$ cat config.mk
export PLATFORM = sky130hd
export DESIGN_NAME = system_memory_arbiter
export DESIGN_NICKNAME = d
export VERILOG_FILES = /design/src/rtl/system_memory_arbiter.sv
export SDC_FILE = /design/constraint.sdc
export NUM_CORES = 1
export LEC_CHECK = 0
export ABC_CLOCK_PERIOD_IN_PS = 1800
export CORE_AREA = 2 2 101 103
export DETAILED_ROUTE_END_ITERATION = 8
export DIE_AREA = 0 0 103 105
export GPL_ROUTABILITY_DRIVEN = 0
export PLACE_DENSITY = 0.67
export SKIP_LAST_GASP = 1
export SYNTH_ARGS = -nofsm -noshare
export SYNTH_HDL_FRONTEND = slang
export SYNTH_SLANG_ARGS = --single-unit
$ cat constraint.sdc
create_clock -name clk -period 1.8 [get_ports clk]
set_input_delay 0.27 -clock clk [delete_from_list [all_inputs] [get_ports clk]]
set_output_delay 0.27 -clock clk [all_outputs]
set_load 0.01 [all_outputs]
$ cat src/rtl/system_memory_arbiter.sv
`default_nettype none
// ============================================================================
// Module   : system_memory_arbiter
// Purpose  : Round-robin sharing of one 32-bit system-memory port between two
//            Avalon-MM masters, with per-master pipelined read returns.
// Revision : 1.0 - initial release
// ============================================================================
module system_memory_arbiter #(
  parameter int ADDR_WIDTH   = 14,
  parameter int READ_LATENCY = 1
) (
  input  logic                  clk,
  input  logic                  reset,
  input  logic                  hold,

  input  logic [ADDR_WIDTH-1:0] m0_address,
  input  logic [3:0]            m0_byteenable,
  input  logic                  m0_read,
  input  logic                  m0_write,
  input  logic [31:0]           m0_writedata,
  output logic                  m0_waitrequest,
  output logic [31:0]           m0_readdata,
  output logic                  m0_readdatavalid,

  input  logic [ADDR_WIDTH-1:0] m1_address,
  input  logic [3:0]            m1_byteenable,
  input  logic                  m1_read,
  input  logic                  m1_write,
  input  logic [31:0]           m1_writedata,
  output logic                  m1_waitrequest,
  output logic [31:0]           m1_readdata,
  output logic                  m1_readdatavalid,

  output logic [ADDR_WIDTH-1:0] mem_address,
  output logic [3:0]            mem_byteenable,
  output logic                  mem_chipselect,
  output logic                  mem_write,
  output logic [31:0]           mem_writedata,
  input  logic [31:0]           mem_readdata
);

  logic                    w_m0_req;
  logic                    w_m1_req;
  logic                    w_grant0;
  logic                    w_grant1;
  logic                    w_rd_accept;
  logic                    w_rd_owner;
  logic                    r_last_grant;
  logic [READ_LATENCY-1:0] r_tag_valid;
  logic [READ_LATENCY-1:0] r_tag_owner;

  assign w_m0_req = m0_read | m0_write;
  assign w_m1_req = m1_read | m1_write;

  // Grant decided in the request cycle; reset is part of the grant term so no
  // transfer can slip through while the block is being reset.
  always_comb begin
    w_grant0 = 1'b0;
    w_grant1 = 1'b0;
    if (!reset && !hold) begin
      if (w_m0_req && w_m1_req) begin
        w_grant0 = r_last_grant;
        w_grant1 = ~r_last_grant;
      end else begin
        w_grant0 = w_m0_req;
        w_grant1 = w_m1_req;
      end
    end
  end

  assign m0_waitrequest = w_m0_req & ~w_grant0;
  assign m1_waitrequest = w_m1_req & ~w_grant1;

  // A simultaneous read+write is treated as a write, so reads require ~write.
  assign w_rd_accept = (w_grant0 & m0_read & ~m0_write)
                     | (w_grant1 & m1_read & ~m1_write);
  assign w_rd_owner  = w_grant1;

  always_comb begin
    mem_chipselect = 1'b0;
    mem_write      = 1'b0;
    mem_address    = '0;
    mem_byteenable = '0;
    mem_writedata  = '0;
    if (w_grant0) begin
      mem_chipselect = 1'b1;
      mem_write      = m0_write;
      mem_address    = m0_address;
      mem_byteenable = m0_byteenable;
      mem_writedata  = m0_writedata;
    end else if (w_grant1) begin
      mem_chipselect = 1'b1;
      mem_write      = m1_write;
      mem_address    = m1_address;
      mem_byteenable = m1_byteenable;
      mem_writedata  = m1_writedata;
    end
  end

  always_ff @(posedge clk or posedge reset) begin
    if (reset) begin
      r_last_grant <= 1'b1;
    end else if (w_grant0 || w_grant1) begin
      r_last_grant <= w_grant1;
    end
  end

  // Tag pipeline mirrors the memory read latency; the final stage steers the
  // returning data to its owner.
  always_ff @(posedge clk or posedge reset) begin
    if (reset) begin
      r_tag_valid <= '0;
      r_tag_owner <= '0;
    end else begin
      for (int i = READ_LATENCY - 1; i > 0; i--) begin
        r_tag_valid[i] <= r_tag_valid[i-1];
        r_tag_owner[i] <= r_tag_owner[i-1];
      end
      r_tag_valid[0] <= w_rd_accept;
      r_tag_owner[0] <= w_rd_owner;
    end
  end

  assign m0_readdatavalid = r_tag_valid[READ_LATENCY-1] & ~r_tag_owner[READ_LATENCY-1];
  assign m1_readdatavalid = r_tag_valid[READ_LATENCY-1] &  r_tag_owner[READ_LATENCY-1];
  assign m0_readdata      = mem_readdata;
  assign m1_readdata      = mem_readdata;

  a_m0_rw_exclusive: assert property (@(posedge clk) disable iff (reset) !(m0_read && m0_write));
  a_m1_rw_exclusive: assert property (@(posedge clk) disable iff (reset) !(m1_read && m1_write));

endmodule
`default_nettype wire

==> qor.txt <==
Slowest stage cell, crit path -> dfstp_2
Most frequent cells in the layout -> 102 x clkdlybuf4s50_1, 99 x nand2_1, 48 x buf_2
Dpl hpwl -> 5450 µm
WP data arrival -> 1600 ps
RSZ-0062 raised after global routing -> yes
Dpl ws -> -517 ps
Commonest non-fill, non-tap cell in the layout -> clkdlybuf4s50_1
Routed WL -> 8070 µm
Ant diodes -> 0
Initial antenna violation count -> 0
Clk slew on worst S/H paths -> 30 ps
TritonCTS clock tree -> yes
VDD IR max -> 254 µV
Post-route ant nets -> 0
Final net count -> 524
Placeable Area -> 9640 µm²
Root Buffer -> clkbuf_8
Fraction of layout cells with a size suffix above 1 -> 0.401
Largest net degree at the start of global routing -> 32
Vias in the first global route -> 2308
Leak -> 0.00138 µW
Cell-by-cell trace of the critical path -> o21bai_4 -> o21ai_4 -> buf_12 -> buf_12 -> o22ai_2 -> buf_2
Layout area overhead -> 75.7%
DR DRC count -> 0
Setup ws final -> -70.9 ps
Ports -> 259
Die Area -> 10800 µm²
WL per Instance -> 15.6 µm
Synthesized instance count -> 265
CTS H-tree depth -> 1
Via-to-Cell Ratio -> 4.24
CP dominant cell by count -> buf_12
Grt ovf -> 0
Cell Pwr Density -> 443 nW/µm²
Worst EP required -> 1530 ps
Setup CP Type -> reg2out
Outcome -> finished with violations
First-pass GRT wire length -> 12000 µm
Yosys reg bits -> 3
CTS Sinks -> 3
DRT iter0 DRCs -> 81
Synth warn -> 0
Initial core utilization -> 0.202
Maximum clock path buffer count -> 2
DRT Pass-1 Iters -> 4
Post-route clock period utilization -> 1.04
Sequential fraction of the synthesis area -> 0.0393
Min-Delay Path Class -> in2async
CTS Buf Count -> 3
Fmax -> 534 MHz
Fin. Hold Viols -> 0
Total Routing Usage GR -> 0.140
# setup viols final -> 50
CP Max Fanout -> 11
Kind of end point of the critical path -> primary output
Clk_lat worst skew -> 220 ps
Quantity of hold-fixing buffers added after cts -> 0
Crit path buf inv count -> 3
Max Cap Violations -> 0
Worst Skew -> 3.55 ps
Syn_area_per_cell -> 7.33 µm²
Total power -> 1510 µW
PortBufs -> 162
Post-synth cell types -> 24
Slew Limit Fails -> 0
Type of origin of the critical path -> flop
Crit path time final -> 1870 ps
Row count -> 36
Family with the most delay on the worst path -> flip-flops
Die W -> 103 µm
Failing checks -> setup timing
Syn_nets -> 404
Vias post-DR -> 2193
Die H -> 105 µm
Post-Syn Area -> 1940 µm²
Relative slew slack -> 0.832
Least-Margin Pin Slew -> 251 ps
CP peak stage delay -> 540 ps
## synth_stat cells
master	number	area, µm²
a21oi_1	4	20.0
o21ai_4	2	32.5
o21ai_2	1	8.76
inv_1	3	11.3
nand2_1	101	379
nand3_1	1	5.00
dlymetal6s2s_1	2	25.0
a221oi_1	1	8.76
dlygate4sd1_1	2	17.5
buf_4	64	480
dfstp_2	1	26.3
dfrtp_1	2	50.1
o31ai_1	1	7.51
nor2_1	3	11.3
o21bai_4	1	18.8
o22ai_2	50	626
nor2b_1	2	12.5
o21ai_0	3	15.0
or2_0	1	6.26
clkbuf_1	1	3.75
nor2_4	1	11.3
buf_2	5	25.0
and2_1	1	6.26
buf_6	12	135
## final timing paths
path / cells after the start / slack [ps] / to / from
worst max-delay path: 6 / -70 / mem_writedata[10] / r_last_grant
worst min-delay path: 3 / 230 / r_tag_valid / reset
worst max register to register: 5 / 560 / r_tag_owner / r_last_grant
worst min register to register: 3 / 680 / r_last_grant / r_last_grant
max in group asynchronous: 3 / 1370 / r_last_grant / reset
min in group clk: 0 / 540 / m0_readdata[30] / mem_readdata[30]
## cell families after synthesis
logic type             synth area share
DFF                              0.0393
AOI/OAI and AO/OA                 0.379
and+or+nand+nor                   0.222
buffers and inverters             0.359
## routing by layer
layer	share of wire	track usage	vias up	routed length (µm)
li1	-	-	1072	-
met1	0.41	0.168	1001	3290
met2	0.50	0.253	89	4040
met3	0.066	0.0174	31	532
met4	0.025	0.0442	0	199
met5	0	0	-	0
## per-stage QoR
step / util / std cells / setup TNS, ps / area (µm²) / hold WS (ps)
floorplan: - / 265 / 0 / 1940 / 22.9
global placement: 0.339 / 494 / -23620 / 3270 / 540
detailed placement: 0.339 / 494 / -24810 / 3270 / 540
CTS: 0.355 / 519 / -4410 / 3420 / 229
global route: 0.354 / 517 / -4950 / 3410 / 259
finish: 0.354 / 517 / -2390 / 3410 / 228
## report_power, final
part | total, µW | switching, µW | internal [µW]
Combinational | 1230 | 554 | 680
Sequential | 86.4 | 6.21 | 80.2
Clock | 194 | 42.8 | 151
## flip-flops by register name, summed over array words and instances, names as in the netlist
register and count:
r_last_grant 1, r_tag_owner 1, r_tag_valid 1
## timing repair
action	4_1_cts	5_1_grt
resized for setup	225	13
cloned	7	0
endpoints found under the setup margin	54	53
pin swaps	6	2
buffers inserted	14	0
## layout make-up
cell class	instances	area [µm²]
Sequential cell	3	76.3
Inverter	3	11.3
Timing Repair Buffer	201	1910
Multi-Input combinational cell	173	1200
Tap cell	133	166
Clock buffer	4	45.0
Fill cell	1059	6230
## worst register-to-register path: stages (launching register included)
cell and delay, ps:
dfstp_2 540, buf_4 110, o21ai_2 70, o21ai_4 120, buf_12 220, nor2_1 60
Note: power is estimated with default switching activity, not from simulation.
